<file path="config.mk">
export PLATFORM = sky130hd
export DESIGN_NAME = rrp_otf_conv_flat
export DESIGN_NICKNAME = d
export VERILOG_FILES = /design/src/rtl/rrp_otf_conv_pkg.sv /design/src/rtl/rrp_otf_conv_if.sv /design/src/rtl/rrp_otf_conv_otf_step.sv /design/src/rtl/rrp_otf_conv.sv /design/src/flat_wrapper.sv
export SDC_FILE = /design/constraint.sdc
export NUM_CORES = 2
export LEC_CHECK = 0
export BUFFER_PORTS_ARGS = -buffer_cell sky130_fd_sc_hd__buf_2
export CORE_MARGIN = 1
export CORE_UTILIZATION = 55
export DETAILED_ROUTE_END_ITERATION = 8
export PLACE_DENSITY = 0.76
export SETUP_SLACK_MARGIN = 0.15
export SKIP_CTS_REPAIR_TIMING = 1
export SYNTH_ARGS = -nofsm -noshare
export SYNTH_HDL_FRONTEND = slang
export SYNTH_SLANG_ARGS = --single-unit
</file>
<file path="constraint.sdc">
create_clock -name clock -period 84.1 [get_ports clock]
set_input_delay 16.82 -clock clock [delete_from_list [all_inputs] [get_ports clock]]
set_output_delay 16.82 -clock clock [all_outputs]
set_load 0.1 [all_outputs]
</file>
<file path="src/rtl/rrp_otf_conv_pkg.sv">
// Shared digit-width rules for the radix-r signed-digit datapath.
// Exports K/D derivation, illegal-digit pattern and converter state enum.
package rrp_otf_conv_pkg;

  function automatic int digit_k(input int radix);
    return $clog2(radix);
  endfunction

  function automatic int digit_d(input int radix);
    return $clog2(radix) + 1;
  endfunction

  // -r in D-bit two's complement is a 1 followed by K zeros,
  // which is the same bit pattern as +r; callers truncate to D bits.
  function automatic logic [31:0] illegal_digit(input int radix);
    return 32'(radix);
  endfunction

  typedef enum logic [1:0] {
    IDLE,
    CONV,
    DONE
  } state_e;

endpackage

</file>
<file path="src/rtl/rrp_otf_conv_if.sv">
// Handshake bundle between multiplier, converter and binary consumer.
// Ports: p_in/in_valid/in_ready (input side), result/out_err/out_valid/out_ready.
interface rrp_otf_conv_if
  import rrp_otf_conv_pkg::*;
#(
  parameter int WIDTH = 64,
  parameter int RADIX = 4
);
  localparam int K    = digit_k(RADIX);
  localparam int D    = K + 1;
  localparam int NDIG = 2 * WIDTH + 1;
  localparam int BW   = K * NDIG + 1;

  logic [D*NDIG-1:0] p_in;
  logic              in_valid;
  logic              in_ready;
  logic [BW-1:0]     result;
  logic              out_err;
  logic              out_valid;
  logic              out_ready;

  modport master (
    output p_in, in_valid, out_ready,
    input  in_ready, result, out_err, out_valid
  );

  modport slave (
    input  p_in, in_valid, out_ready,
    output in_ready, result, out_err, out_valid
  );

endinterface

</file>
<file path="src/rtl/rrp_otf_conv_otf_step.sv">
// Combinational one-digit on-the-fly conversion step (Q/QM append).
// Ports: q_i/qm_i kept bits, d_i signed digit; qn_o/qmn_o next, bad_o = digit -r.
module rrp_otf_conv_otf_step
  import rrp_otf_conv_pkg::*;
#(
  parameter int RADIX = 4,
  parameter int W     = 6
) (
  input  logic [W-1:0]                q_i,
  input  logic [W-1:0]                qm_i,
  input  logic [digit_d(RADIX)-1:0]   d_i,
  output logic [W+digit_k(RADIX)-1:0] qn_o,
  output logic [W-1:0]                qmn_o,
  output logic                        bad_o
);

  localparam int K = digit_k(RADIX);
  localparam int D = K + 1;
  localparam logic [D-1:0] BAD = D'(illegal_digit(RADIX));

  logic         neg;
  logic         pos;
  logic [K-1:0] dm1;

  assign neg = d_i[D-1];
  assign pos = ~neg & (|d_i[K-1:0]);
  // r+d and r-1+d share their low K bits with d and d-1.
  assign dm1 = d_i[K-1:0] - K'(1);

  assign qn_o  = neg ? {qm_i, d_i[K-1:0]}
                     : {q_i, d_i[K-1:0]};
  assign qmn_o = pos ? W'({q_i, dm1})
                     : W'({qm_i, dm1});
  assign bad_o = (d_i == BAD);

endmodule

</file>
<file path="src/rtl/rrp_otf_conv.sv">
// Digit-serial MSD-first signed-digit to two's-complement converter.
// Ports: clock, reset (async high), bus (slave: p_in/in_valid/in_ready, result/out_err/out_valid/out_ready).
module rrp_otf_conv
  import rrp_otf_conv_pkg::*;
#(
  parameter int WIDTH = 64,
  parameter int RADIX = 4
) (
  input  logic           clock,
  input  logic           reset,
  rrp_otf_conv_if.slave  bus
);

  localparam int K    = digit_k(RADIX);
  localparam int D    = K + 1;
  localparam int NDIG = 2 * WIDTH + 1;
  localparam int BW   = K * NDIG + 1;
  localparam int SW   = D * NDIG;
  // Only the low BW-K bits of Q/QM survive the next append.
  localparam int W    = BW - K;
  localparam int CW   = $clog2(NDIG);
  localparam logic [CW-1:0] LAST = CW'(NDIG - 1);

  state_e        state_q, state_d;
  logic [SW-1:0] sh_q, sh_d;
  logic [W-1:0]  q_q, q_d;
  logic [W-1:0]  qm_q, qm_d;
  logic [CW-1:0] cnt_q, cnt_d;
  logic          err_q, err_d;
  logic [BW-1:0] res_q, res_d;
  logic          oerr_q, oerr_d;

  logic [D-1:0]  dig;
  logic [BW-1:0] qn;
  logic [W-1:0]  qmn;
  logic          bad;

  assign dig = sh_q[SW-1 -: D];

  rrp_otf_conv_otf_step #(
    .RADIX (RADIX),
    .W     (W)
  ) u_step (
    .q_i   (q_q),
    .qm_i  (qm_q),
    .d_i   (dig),
    .qn_o  (qn),
    .qmn_o (qmn),
    .bad_o (bad)
  );

  always_ff @(posedge clock or posedge reset) begin
    if (reset) begin
      state_q <= IDLE;
      sh_q    <= '0;
      q_q     <= '0;
      qm_q    <= '0;
      cnt_q   <= '0;
      err_q   <= 1'b0;
      res_q   <= '0;
      oerr_q  <= 1'b0;
    end else begin
      state_q <= state_d;
      sh_q    <= sh_d;
      q_q     <= q_d;
      qm_q    <= qm_d;
      cnt_q   <= cnt_d;
      err_q   <= err_d;
      res_q   <= res_d;
      oerr_q  <= oerr_d;
    end
  end

  always_comb begin
    state_d = state_q;
    sh_d    = sh_q;
    q_d     = q_q;
    qm_d    = qm_q;
    cnt_d   = cnt_q;
    err_d   = err_q;
    res_d   = res_q;
    oerr_d  = oerr_q;
    unique case (state_q)
      IDLE: begin
        if (bus.in_valid) begin
          sh_d    = bus.p_in;
          q_d     = '0;
          qm_d    = '1;
          cnt_d   = '0;
          err_d   = 1'b0;
          state_d = CONV;
        end
      end
      CONV: begin
        sh_d  = {sh_q[SW-D-1:0], D'(0)};
        q_d   = qn[W-1:0];
        qm_d  = qmn;
        cnt_d = cnt_q + CW'(1);
        err_d = err_q | bad;
        if (cnt_q == LAST) begin
          res_d   = qn;
          oerr_d  = err_q | bad;
          state_d = DONE;
        end
      end
      DONE: begin
        if (bus.out_ready) begin
          state_d = IDLE;
        end
      end
      default: state_d = IDLE;
    endcase
  end

  assign bus.in_ready  = (state_q == IDLE) & ~reset;
  assign bus.out_valid = (state_q == DONE);
  assign bus.result    = res_q;
  assign bus.out_err   = oerr_q;

endmodule

</file>
<file path="src/flat_wrapper.sv">
// flat-port wrapper written by rule: the top's interface ports become plain ports
module rrp_otf_conv_flat import rrp_otf_conv_pkg::*;
#(
  parameter int WIDTH = 64,
  parameter int RADIX = 4
)
  (clock, reset, bus_p_in, bus_in_valid, bus_out_ready, bus_in_ready, bus_result, bus_out_err, bus_out_valid);
  rrp_otf_conv_if #(.WIDTH(WIDTH), .RADIX(RADIX)) bus_i ();
  input  logic clock;
  input  logic reset;
  input wire logic [$bits(bus_i.p_in)-1:0] bus_p_in;
  input wire logic [$bits(bus_i.in_valid)-1:0] bus_in_valid;
  input wire logic [$bits(bus_i.out_ready)-1:0] bus_out_ready;
  output wire logic [$bits(bus_i.in_ready)-1:0] bus_in_ready;
  output wire logic [$bits(bus_i.result)-1:0] bus_result;
  output wire logic [$bits(bus_i.out_err)-1:0] bus_out_err;
  output wire logic [$bits(bus_i.out_valid)-1:0] bus_out_valid;
  assign bus_i.p_in = bus_p_in;
  assign bus_i.in_valid = bus_in_valid;
  assign bus_i.out_ready = bus_out_ready;
  assign bus_in_ready = bus_i.in_ready;
  assign bus_result = bus_i.result;
  assign bus_out_err = bus_i.out_err;
  assign bus_out_valid = bus_i.out_valid;
  rrp_otf_conv #(.WIDTH(WIDTH), .RADIX(RADIX)) u_core (.clock(clock), .reset(reset), .bus(bus_i));
endmodule
</file>
==> Word level (Yosys, flattened, before mapping) <==
Cells that the tools add are included.
{ "word_totals": {"regBits": 1172, "in_bits": 391, "ramBits": 0, "mem_count": 0, "mem_bits_ro": 0, "latchBits": 0, "out_inout_bits": 262} }
{ "op_classes": {"multipliers": 0, "n_shift": 0, "n_eq_ne": 7, "n_mux": 16, "n_reduce_logical": 6, "magnitude_cmp": 0, "div_mod_pow": 0, "n_addsub": 2, "bitwise": 5} }
{ "ops": {"columns": ["operator", "count"], "rows": [
  ["case mux 257 bit (2 select lines)", 2],
  ["case mux 387 bit (2 select lines)", 1],
  ["2-to-1 mux 257 bit", 3],
  ["2-to-1 mux 387 bit", 1],
  ["2-to-1 mux 259 bit", 1],
  ["case mux 8 bit (2 select lines)", 1],
  ["adder 8 x 1 -> 8 bit, second input constant", 1],
  ["== test 8 bit, second input constant", 1],
  ["2-to-1 mux 8 bit", 1],
  ["2-to-1 mux 2 bit", 3],
  ["case mux 2 bit (3 select lines)", 1],
  ["!= test 2 bit, second input constant", 2],
  ["AND reduction 2 bit", 2],
  ["== test 3 bit, second input constant", 1],
  ["AND reduction 3 bit", 1],
  ["AND 1 bit", 2],
  ["== test 2 x 1 -> 1 bit, second input constant", 1],
  ["== test 2 bit, second input constant", 1],
  ["logical NOT 2 bit", 1],
  ["!= test 2 x 1 -> 1 bit, second input constant", 1],
  ["inverter 1 bit", 2],
  ["case mux 1 bit (2 select lines)", 1],
  ["nonzero test 2 bit", 1],
  ["OR reduction 2 bit", 1],
  ["other kinds (3)", 3]
]} }

==> Logic depth before layout (Yosys ltp) <==
{ "logic_depth": {"word_depth": 4, "depth_mapped": 8, "depth_no_buf": 5} }

==> Cells and area by module <==
From an unflattened synthesis, not the netlist that was laid out.
{ "unflattened": {"hier_cells": 4429, "area_unflattened_um2": 52984.6} }
{ "modules_own_cells": {"columns": ["mod", "instances", "cells_each", "area_per_inst_um2", "seq_area_each_um2"], "rows": [
  ["rrp_otf_conv", 1, 3852, 45371.0, 29328.1],
  ["rrp_otf_conv_otf_step", 1, 577, 7613.6, 0.0]
]} }

==> Least setup slack after synthesis <==
No wires, ideal clock.
{ "synth_path": {"path_type": "input -> output", "from": "input port reset", "to": "output port bus_in_ready", "n_path_buf": 0, "t_required_ns": 67.280, "path_slack_ns": 48.433, "path_stages": 1, "t_arrival_ns": 18.847, "path_cell_list": "nor3_1"} }
{ "synth_via": {"elab_chain_len": 2} }
{ "synth_rtl": {"columns": ["item", "line_no", "text"], "rows": [
  ["start, declared", "flat_wrapper.sv:10", "input logic reset;"],
  ["inverter 1 bit", "rrp_otf_conv.sv:115", "assign bus.in_ready = (state_q == IDLE) & ~reset;"],
  ["AND 1 bit", "rrp_otf_conv.sv:115", null],
  ["end, declared", "flat_wrapper.sv:14", "output wire logic [$bits(bus_i.in_ready)-1:0] bus_in_ready;"]
]} }
No other way between the ends.

==> Worst setup path in the final report <==
Ends and elaborated chain as after synthesis.

==> results.sh <==
export IMPL_max_cap_violations=0
export IMPL_end_kind="output port"
export IMPL_critPathMaxFanout=2
export IMPL_grt_max_degree=287
export IMPL_drive_above_1_share_pct=25.7
export IMPL_synth_cell_types=39
export IMPL_synthArstFlopShare_pct=100
export IMPL_start_util_pct=55.9
export IMPL_clkLatencyLatePin_ps=720
export IMPL_p_per_area_nw_per_um2=43.4
export IMPL_seq_power_share_pct=39.5
export IMPL_synth_seq_cells=1172
export IMPL_holdWs_ps=476
export IMPL_hold_violations=0
export IMPL_row_count=111
export IMPL_clkPwrFrac_pct=21.5
export IMPL_grt_pass1_wl_mm=215
export IMPL_seq_area_um2=29300
export IMPL_root_buffer="clkbuf_16"
export IMPL_syn_avg_cell_area_um2=10.4
export IMPL_post_route_drc_count=0
export IMPL_synthDominantCellAreaShare_pct=56.8
export IMPL_cts_sinks=1172
export IMPL_final_area_um2=59300
export IMPL_cts_buffer_depth=3
export IMPL_tns_ps=0
export IMPL_rsz0062_at_grt="false"
export IMPL_fillCellCount=7207
export IMPL_p_int_w=0.00153
export IMPL_fin_util_pct=64.2
export IMPL_synthTopCellsByArea="dfrtp_1 57%, nand2_1 9.4%, a31oi_1 7.8%"
export IMPL_synth_top_area_cell="dfrtp_1"
export IMPL_total_power_w=0.00257
export IMPL_finalNetCount=5782
export IMPL_via_count=39400
export IMPL_maxSlewHeadroom_pct=16.2
export IMPL_multi_input_area_um2=20400
export IMPL_synth_main_ff_cell="dfrtp_1"
export IMPL_p_switching_w=0.00105
export IMPL_setup_worst_path_class="in2out"
export IMPL_wl_mm=135
export IMPL_cts_tree="done"
export IMPL_placed_area_um2=55000
export IMPL_firstDrtPassIters=6
export IMPL_synth_edf_count=0
export IMPL_worstMarginPinSlew_ps=1260
export IMPL_peakVddDrop_uv=37.0
export IMPL_grt_usage_pct=28.3
export IMPL_num_io_pins=653
export IMPL_switching_share_pct=40.7
export IMPL_setup_viol_count_final=0
export IMPL_cts_made_buffers=116
export IMPL_post_route_min_period_ps=34410
export IMPL_place_port_buffers=652
export IMPL_area_growth_pct=14.8
export IMPL_hold_path_class="reg2reg"
export IMPL_yosys_warnings=0
export IMPL_clock_skew_ps=21.7
export IMPL_leakagePower_nw=29.5
export IMPL_crit_path_start_kind="primary input"
export IMPL_die_area_um2=95100
export IMPL_drv_slew=0
export IMPL_cts_clk_slew_worst_paths_ps=60
export IMPL_required_ps=67280
export IMPL_antenna_found_initial=70
export IMPL_outcome="completed"
export IMPL_wl_per_cell_um=19.9
export IMPL_ant_nets=0
export IMPL_grt_pass1_vias=38600
export IMPL_die_h_um=308
export IMPL_drt_iter0_markers=4179
export IMPL_grt_ovfl_total=0
export IMPL_ys_seq_area_share_pct=56.8
export IMPL_timing_fmax_mhz=29.1
export IMPL_syn_inst=4972
export IMPL_arrival_ps=17590
export IMPL_vias_per_cell=5.80
export IMPL_netlist_area_um2=51600
export IMPL_syn_num_nets=5366
export IMPL_cts_htree_levels=3
export IMPL_fin_crit_sh_pct=40.9
export IMPL_gp_congestion=0.913
export IMPL_core_um2=92400
export IMPL_comb_power_share_pct=39.0
export IMPL_hpwl_mm=82.7
export IMPL_die_width_um=308
-- cell usage in the layout (no fill, tap or decap), types with 70 or more instances in the layout --
cell	n
mux2_4	180
nor2_1	642
diode_2	70
buf_2	652
a22o_1	257
nand2_1	1290
dfrtp_1	1171
mux2_2	325
a31oi_1	640
clkbuf_16	116
-- per-layer routing --
metal / vias to the layer above / global-route usage [%] / part of all wire [%]
met2: 1216 / 43.6 / 48
met5: - / 0 / 0.020
met1: 19800 / 37.8 / 41
met3: 298 / 5.60 / 6.2
li1: 18000 / - / -
met4: 4 / 15.9 / 4.8
-- cell type report --
| class | count | area share, % |
|---|---|---|
| Clock inverter | 53 | 1.28 |
| Inverter | 7 | 0.0570 |
| Multi-Input combinational cell | 3392 | 34.4 |
| Timing Repair Buffer | 699 | 6.23 |
| Sequential cell | 1172 | 49.5 |
| Tap cell | 1243 | 2.62 |
| Clock buffer | 162 | 5.63 |
| Antenna cell | 70 | 0.296 |
-- state kept, by name (all words and copies together) (netlist names) --
signal,flops
u_core.bus.out_err,1
u_core.bus.result,259
u_core.cnt_q,8
u_core.err_q,1
u_core.q_q,257
u_core.qm_q,257
u_core.sh_q,387
u_core.state_q,2
-- critical path, cell delays in order --
cell and delay [ps]:
buf_2 140, nor3_1 160, buf_2 470
-- power groups by stage --
stage	sequential [W]	combinational, W	clock [W]
5_1_grt	0.00105	0.00109	0.000583
3_5_place_dp	0.00101	0.00100	0
6_report	0.00102	0.00100	0.000553
3_3_place_gp	0.00100	0.000972	0
4_1_cts	0.00101	0.00101	0.000562
2_1_floorplan	0.00118	0.000614	0
-- cell usage after synthesis (2+ instances only) --
| cell | number |
|---|---|
| nand2b_1 | 3 |
| nor3_1 | 2 |
| and4_1 | 2 |
| dfrtp_1 | 1172 |
| mux2_2 | 325 |
| clkbuf_1 | 134 |
| a21oi_1 | 4 |
| or2_2 | 2 |
| mux2_4 | 180 |
| o21ba_2 | 2 |
| ha_1 | 3 |
| mux2_1 | 10 |
| inv_1 | 7 |
| o21ai_0 | 8 |
| nand2_1 | 1290 |
| buf_2 | 212 |
| buf_6 | 21 |
| nand3_1 | 2 |
| a22o_1 | 257 |
| nor2_1 | 643 |
| a31oi_1 | 640 |
| buf_1 | 33 |
| mux2i_1 | 4 |
-- kinds of logic (layout without fill, tap and decap cells) --
kind of cell	Yosys count	in the layout	synth area share, %
DFF	1172	1172	56.8
adders and majority gates	3	3	0.0727
buffers and inverters	408	921	3.79
AOI/OAI and AO/OA	916	916	12.3
and+or+nand+nor	1953	1953	14.3
other	0	70	0
xor gates and xnor gates	1	1	0.0170
muxes	519	519	12.6
-- through the flow --
stage	cells	setup WS, ps
after floorplan	4972	34270
after global placement	6513	49730
after detailed placement	6513	49680
after CTS	6728	49670
after global routing	6795	49640
final	6798	49690
-- path summary, 6_finish.rpt --
check / startpoint / end / slack (ps) / cells after the start
setup / recovery: reset / bus_in_ready / 49690 / 3
hold / removal: u_core.cnt_q[7]$_DFFE_PP0P_ / u_core.cnt_q[7]$_DFFE_PP0P_ / 480 / 1
setup reg to reg: u_core.state_q[0]$_DFFE_PP0P_ / u_core.sh_q[10]$_DFFE_PP0P_ / 79270 / 6
hold reg to reg: u_core.cnt_q[7]$_DFFE_PP0P_ / u_core.cnt_q[7]$_DFFE_PP0P_ / 480 / 1
max in group asynchronous: reset / u_core.sh_q[262]$_DFFE_PP0P_ / 62210 / 8
min in group asynchronous: reset / u_core.bus.result[81]$_DFFE_PP0P_ / 16280 / 2
No activity file was read; power rests on OpenSTA's default activity.
